===== src/rtl/permutation_host_if.sv =====
// Core-side link between permutation_host and the Permutation core.
//   start     host -> core  1-cycle start pulse
//   in        host -> core  slice currently offered to the core
//   putInput  core -> host  core consumes `in` this cycle
//   ready     core -> host  `out` holds a valid result slice this cycle
//   out       core -> host  result slice
// Modports: master = host side, slave = core side.
interface permutation_host_if #(
  parameter int W = 25
);
  logic         start;
  logic [W-1:0] in;
  logic         putInput;
  logic         ready;
  logic [W-1:0] out;

  modport master (output start, in, input putInput, ready, out);
  modport slave  (input start, in, output putInput, ready, out);
endinterface


===== src/rtl/permutation_host.sv =====
// Host-side driver for the Permutation core. Owns the Count x (N*N)-bit state
// buffer, launches the core, streams slices out while the core pulls them,
// captures result slices while the core presents them and writes them back in
// place.
// Ports:
//   clk, rst        clock, asynchronous active-low reset
//   wrEn/wrAddr/wrData  external slice write (honoured only while idle)
//   rdAddr/rdData   combinational read of the buffer
//   go              request one permutation (pulse)
//   busy            operation in progress
//   done            1-cycle pulse when the operation ends
//   err             sticky timeout / protocol error, cleared by the next go
//   core            core link (master side)
module permutation_host #(
  parameter  int N       = 5,
  parameter  int Count   = 64,
  parameter  int TIMEOUT = 1024,
  localparam int W       = N * N,
  localparam int AW      = $clog2(Count)
) (
  input  logic          clk,
  input  logic          rst,
  input  logic          wrEn,
  input  logic [AW-1:0] wrAddr,
  input  logic [W-1:0]  wrData,
  input  logic [AW-1:0] rdAddr,
  output logic [W-1:0]  rdData,
  input  logic          go,
  output logic          busy,
  output logic          done,
  output logic          err,
  permutation_host_if.master core
);

  localparam int            WDW      = $clog2(TIMEOUT + 1);
  localparam logic [AW-1:0] LAST     = AW'(Count - 1);
  localparam logic [WDW-1:0] WD_LAST = WDW'(TIMEOUT - 1);

  typedef enum logic [2:0] {IDLE, START, FEED, COLLECT, FIN} state_t;

  state_t          state, state_d;
  logic [AW-1:0]   feed_idx, feed_idx_d;
  logic [AW-1:0]   col_idx, col_idx_d;
  logic [WDW-1:0]  wdog, wdog_d;
  logic            err_d;
  logic            wb_en;
  logic [W-1:0]    mem [Count];

  // Outputs are plain decodes of the registered state.
  assign busy       = (state != IDLE);
  assign done       = (state == FIN);
  assign core.start = (state == START);
  assign core.in    = mem[feed_idx];
  assign rdData     = mem[rdAddr];

  // NOTE: every signal assigned here gets a default first, so no path can
  // leave one unassigned and infer a latch.
  always_comb begin
    state_d    = state;
    feed_idx_d = feed_idx;
    col_idx_d  = col_idx;
    wdog_d     = wdog;
    err_d      = err;
    wb_en      = 1'b0;
    unique case (state)
      IDLE: begin
        if (go) begin
          state_d    = START;
          err_d      = 1'b0;
          feed_idx_d = '0;
          col_idx_d  = '0;
          wdog_d     = '0;
        end
      end
      START: state_d = FEED;
      FEED: begin
        if (core.ready) begin
          // A result before the feed is complete means the core is out of step.
          err_d   = 1'b1;
          state_d = FIN;
        end else if (core.putInput) begin
          wdog_d = '0;
          // Indices saturate at the last slice; only a new go rewinds them.
          if (feed_idx == LAST) state_d = COLLECT;
          else                  feed_idx_d = feed_idx + 1'b1;
        end else if (wdog == WD_LAST) begin
          err_d   = 1'b1;
          state_d = FIN;
        end else begin
          wdog_d = wdog + 1'b1;
        end
      end
      COLLECT: begin
        if (core.ready) begin
          wb_en  = 1'b1;
          wdog_d = '0;
          if (col_idx == LAST) state_d = FIN;
          else                 col_idx_d = col_idx + 1'b1;
        end else if (wdog == WD_LAST) begin
          err_d   = 1'b1;
          state_d = FIN;
        end else begin
          wdog_d = wdog + 1'b1;
        end
      end
      FIN: begin
        state_d = IDLE;
        wdog_d  = '0;
      end
      default: state_d = IDLE;
    endcase
  end

  // NOTE: sequential state uses non-blocking assignments so every register
  // samples its next value from the same pre-edge snapshot.
  always_ff @(posedge clk or negedge rst) begin
    if (!rst) begin
      state    <= IDLE;
      feed_idx <= '0;
      col_idx  <= '0;
      wdog     <= '0;
      err      <= 1'b0;
    end else begin
      state    <= state_d;
      feed_idx <= feed_idx_d;
      col_idx  <= col_idx_d;
      wdog     <= wdog_d;
      err      <= err_d;
    end
  end

  // NOTE: the buffer has no reset; its contents survive rst and a reset here
  // would turn the array into flops instead of a RAM.
  // External writes land only while idle, so a write in the same cycle as go
  // is in place before the first slice is fed.
  always_ff @(posedge clk) begin
    if (state == IDLE && wrEn) mem[wrAddr]  <= wrData;
    else if (wb_en)            mem[col_idx] <= core.out;
  end

endmodule


===== src/flat_wrapper.sv =====
// flat-port wrapper written by rule: the top's interface ports become plain ports
module permutation_host_flat 
#(
  parameter  int N       = 5,
  parameter  int Count   = 64,
  parameter  int TIMEOUT = 1024,
  localparam int W       = N * N,
  localparam int AW      = $clog2(Count)
)
  (clk, rst, wrEn, wrAddr, wrData, rdAddr, rdData, go, busy, done, err, core_start, core_in, core_putInput, core_ready, core_out);
  permutation_host_if #(.W((N * N))) core_i ();
  input  logic clk;
  input  logic rst;
  input  logic wrEn;
  input  logic [AW-1:0] wrAddr;
  input  logic [W-1:0] wrData;
  input  logic [AW-1:0] rdAddr;
  output logic [W-1:0] rdData;
  input  logic go;
  output logic busy;
  output logic done;
  output logic err;
  output wire logic [$bits(core_i.start)-1:0] core_start;
  output wire logic [$bits(core_i.in)-1:0] core_in;
  input wire logic [$bits(core_i.putInput)-1:0] core_putInput;
  input wire logic [$bits(core_i.ready)-1:0] core_ready;
  input wire logic [$bits(core_i.out)-1:0] core_out;
  assign core_start = core_i.start;
  assign core_in = core_i.in;
  assign core_i.putInput = core_putInput;
  assign core_i.ready = core_ready;
  assign core_i.out = core_out;
  permutation_host #(.N(N), .Count(Count), .TIMEOUT(TIMEOUT)) u_core (.clk(clk), .rst(rst), .wrEn(wrEn), .wrAddr(wrAddr), .wrData(wrData), .rdAddr(rdAddr), .rdData(rdData), .go(go), .busy(busy), .done(done), .err(err), .core(core_i));
endmodule

===== config.mk =====
export PLATFORM = sky130hd
export DESIGN_NAME = permutation_host_flat
export DESIGN_NICKNAME = d
export VERILOG_FILES = /design/src/rtl/permutation_host_if.sv /design/src/rtl/permutation_host.sv /design/src/flat_wrapper.sv
export SDC_FILE = /design/constraint.sdc
export NUM_CORES = 2
export LEC_CHECK = 0
export CAP_MARGIN = 20
export CORE_ASPECT_RATIO = 1.1
export CORE_MARGIN = 2
export CORE_UTILIZATION = 42
export CTS_BUF_LIST = sky130_fd_sc_hd__clkbuf_16
export DETAILED_ROUTE_END_ITERATION = 16
export PLACE_DENSITY = 0.64
export REMOVE_ABC_BUFFERS = 1
export SLEW_MARGIN = 15
export SYNTH_ARGS = -nofsm -noshare
export SYNTH_HDL_FRONTEND = slang
export SYNTH_SLANG_ARGS = --single-unit

===== constraint.sdc =====
create_clock -name clk -period 4.34 [get_ports clk]
set_clock_uncertainty 0.15 [all_clocks]
set_input_delay 0.868 -clock clk [delete_from_list [all_inputs] [get_ports clk]]
set_output_delay 0.868 -clock clk [all_outputs]
set_load 0.03 [all_outputs]

# Word level (Yosys, flattened, before mapping)
# Memory sizes are Yosys's and may differ from the RTL's.
# Index checks and enable logic that the tools add are counted.
# classes
multipliers,0
muxes,38
bitwise,0
add_sub_neg,3
shifts,0
reduce_logical,13
div_mod_pow,0
order_cmp,0
n_eq_ne,17
# ops
op,n
2-to-1 mux 11 bit,5
one-hot mux 11 bit (4 select lines),1
2-to-1 mux 6 bit,7
2-to-1 mux 25 bit,1
OR reduction 25 bit,1
one-hot mux 6 bit (2 select lines),2
2-to-1 mux 3 bit,7
!= test 2 bit (second input constant),7
2-to-1 mux 1 bit,13
adder 6 x 1 -> 6 bit (second input constant),2
== test 6 bit (second input constant),2
one-hot mux 3 bit (4 select lines),1
adder 11 x 1 -> 11 bit (second input constant),1
== test 11 x 10 -> 1 bit (second input constant),1
AND reduction 4 bit,2
== test 3 x 2 -> 1 bit (second input constant),2
AND reduction 3 bit,2
nonzero test 3 bit,2
AND reduction 5 bit,1
!= test 4 x 3 -> 1 bit (second input constant),1
nonzero test 2 bit,2
nonzero test 4 bit,1
== test 3 x 1 -> 1 bit (second input constant),1
== test 3 bit (second input constant),1
5 further kinds,5
# word_totals
rom_bits,0
memories,1
output_inout_bits,54
register_bits,27
latch_bits,0
ramBits,1600
# mem_list
name,depth,width,rd,rd_ports_with_merged_regs,wr,line,source
u_core.mem,64,25,2,0,1,permutation_host.sv:47,logic [W-1:0] mem [Count];

# Depth between registers and ports, before layout
# depth
word_depth,7
mapped_depth,11
mapped_depth_nobuf,6

# Worst setup path after synthesis
# No wires, ideal clock.
# synth_timing
path_kind,input-to-output
startpoint,input rdAddr[0]
endpoint,output rdData[0]
t_required_ns,3.322
path_buffers,6
stages,9
slack_ns,0.196
t_arrival_ns,3.126
cell_sequence,buf_4 > buf_12 > buf_6 > buf_6 > buf_6 > nand3b_2 > buf_6 > o22ai_1 > o41ai_1
# synth_between
elab_chain_cells,1
# synth_rtl
item,line,source
start: declaration,flat_wrapper.sv:17,input logic [AW-1:0] rdAddr;
memory read (64 x 25 bit),n/a,
end: declaration,flat_wrapper.sv:18,output logic [W-1:0] rdData;
# No other way between the ends.

# Final worst setup path
# layout_timing
startpoint,register u_core.feed_idx[1]
endpoint,output core_in[5]
# layout_between
elab_chain_cells,1
# layout_rtl
item,line,source
start: declaration,permutation_host.sv:42,"logic [AW-1:0] feed_idx, feed_idx_d;"
start signal: assignment,permutation_host.sv:125,feed_idx <= feed_idx_d;
memory read (64 x 25 bit),n/a,
end: declaration,flat_wrapper.sv:24,output wire logic [$bits(core_i.in)-1:0] core_in;
# No other way between the ends.

==> metrics <==
outcome=finished, violations left; failing checks=negative setup slack; Vias per Instance=6.63; CP Launch Type=register; Async SR Flop Fraction=1.66%; routability cong.=0.857; max cap viols=0; Post-Layout Cell Count=7,097; largest buffer count on any clock path=3; Netlist cell types=65; Hold Buf Count CTS=0; top cell type's share of synthesized area=63.0%; Sink Count=1,627; fmax=225 MHz; Seq/Total Area, Yosys=63.9%; die width=410 um; cell taking the most area after synthesis=edfxtp_1; final setup fails=21; synthesized flop and latch total=1,627; Global Route Usage Sum=27.1%; Row Count=164; vias=47,000; Detailed Route WL=254 mm; routed length per instance=35.7 um; Largest delay share family, worst path=buffers and inverters; Die ar.=185,000 um^2; Post-synth EDFFs=1,600; Slew HR=24.5%; Hold Path Class=input pin to asynchronous set/reset pin; beginning of the worst register-to-register path=u_core.state[2]$_DFFE_PN0P_; CP peak stage delay=570 ps; gr ovfl total=0; Starting Density=42.1%; largest net degree at the start of global routing=65; Cells after DPL=6,684; Arr. time, crit path=3430 ps; Slew @ Worst Pin=1130 ps; capturing point of the worst reg2reg path=u_core.mem[14][19]$_DFFE_PP_; Leak=29.5 nW; vias in the first global route=47,200; dominant cell by count in the synthesized netlist=edfxtp_1; Area Overhead vs Synth=21.5%; Core ar.=181,000 um^2; Mapped Area=76,300 um^2; nets=4,623; setup ws final=-111 ps; RSZ-0062 raised after global routing=yes; Max IR drop VDD=0.477 mV; Ports=122; fin crit period=4450 ps; Routed Antenna Nets=0; initial antenna violation count=3; TritonCTS clock tree=yes; Clock transition at path regs=60 ps; # DRC=0; H-tree levels=4; Area contributors post-synth=edfxtp_1 63%, mux4_2 21%, mux2i_1 4.2%; Pwr Density=499 nW/um^2; crit path max fanout=22; fillers=14,400; CP required=3320 ps; Register-to-Register Setup Slack=760 ps; share of layout cells above drive strength 1=38.7%; first-pass GRT wire length=353 mm; period utilization=103%; Port Buffers=121; CTS buffer count=173; Vert. Die Dim=451 um; slowest CP cell=dfrtp_4; most frequent cells after synthesis=1,600 x edfxtp_1, 715 x mux4_2, 320 x mux2i_1, 183 x nor2_1, 135 x nand2_1; critical path capture point type=primary output; post-route cell area=92,700 um^2; Synth Area per Inst=19.1 um^2; Final Hold Viols=0; CP bufs+invs=5; Placement Cell Area=85,000 um^2; post-DP HPWL=155 mm; yosys synthesis warning count=0; Synth Flop Type=edfxtp_1; initial DRC count=6,738; fin. max-slew vios=0; total power draw=46.3 mW; root buf cell=clkbuf_16; critical path type=register to primary output; depth of the worst register-to-register path=6; worst-path cell chain=buf_6 -> or3b_4 -> buf_12 -> o22ai_2 -> a211o_1 -> o22ai_1 -> buf_4 -> a211oi_4 -> buf_4 -> buf_12; Skew-Pair Late Insertion Delay=840 ps; Syn Inst Count=3,995; drt first pass iters=6
-- power breakdown --
group | internal [mW] | switching [mW]
clock network | 7.71 | 6.36
registers | 18.1 | 0.192
logic | 6.82 | 7.05
total | 32.7 | 13.6
-- kinds of logic after synthesis --
family                   synth area share, %
XOR/XNOR                              0.0804
multiplexers                            26.2
buffers and inverters                   2.45
adder cells (fa/ha/maj)               0.0492
AO/OA/AOI/OAI                           4.75
flip-flops                              63.9
AND/OR/NAND/NOR                         2.54
-- flip-flops by register name (all words and copies together) (netlist names) --
register	flops
u_core.col_idx	6
u_core.err	1
u_core.feed_idx	6
u_core.mem	1600
u_core.state	3
u_core.wdog	11
-- how the worst max path moves through the flow --
stage               cells past startpoint           to  slack [ps]                      startpoint
CTS                                    10  core_in[23]        -160  u_core.feed_idx[0]$_DFFE_PN0P_
finish                                 10   core_in[5]        -110  u_core.feed_idx[1]$_DFFE_PN0P_
detailed placement                     10   rdData[24]        -480                       rdAddr[1]
global placement                       10   rdData[24]        -470                       rdAddr[1]
global route                           10   core_in[5]        -150  u_core.feed_idx[1]$_DFFE_PN0P_
floorplan                               5  core_in[23]      -16550  u_core.feed_idx[0]$_DFFE_PN0P_
-- metal layers --
layer / routed length (um) / global-route usage, % / vias up
met3: 26700 / 5.60 / 615
met1: 93300 / 35.9 / 24900
li1: - / - / 18300
met4: 14700 / 14.1 / 4
met2: 119000 / 42.3 / 3149
met5: 26 / 0 / -
-- stage by stage --
stage	TNS [ps]	util (%)	hold WS (ps)	setup slack, ps
finish	-1430	51.2	268	-111
global route	-2480	51.2	298	-150
detailed placement	-2000	46.9	388	-478
CTS	-2780	50.8	223	-161
floorplan	-699530	-	348	-16550
global placement	-2060	46.9	366	-465
-- cells in the final DEF, fill, tap and decap left out, types with 11 or more instances in the layout --
cell type,instances
buf_4,365
nand2b_1,41
buf_16,24
clkinv_1,42
o221ai_1,45
a21o_1,14
inv_1,44
o211ai_1,27
clkbuf_16,179
nand2_1,110
o41ai_1,11
o22ai_1,95
mux2i_1,310
a21oi_1,50
nor3_1,15
nand3_1,17
buf_8,12
dfrtp_1,22
nor2_4,66
nand2_2,25
a211oi_1,32
o21ai_1,14
edfxtp_1,1600
a22o_1,14
nor2_1,114
a211o_1,32
clkinv_2,32
mux4_2,715
buf_6,28
mux2_2,29
o21ai_0,70
buf_12,188
mux4_1,14
clkdlybuf4s50_1,65
-- repair_timing --
item | in CTS | in global routing
gates resized for setup | 167 | 63
hold endpoints to repair | 0 | 0
buffers inserted | 47 | 38
pin swaps | 21 | 27
gates cloned | 15 | 4
endpoints found under the setup margin | 33 | 26
-- cell type report --
type	count	area, um^2	area share [%]
multi-input cells	2049	27000	29.1
repair buffers	692	8590	9.27
clock inverters	136	948	1.02
clock buffers	175	4380	4.73
well taps	2407	3010	3.25
diodes	2	5.00	0.00540
flip-flops and latches	1627	48700	52.6
inverters	9	33.8	0.0365
No activity file was read; power rests on OpenSTA's default activity.
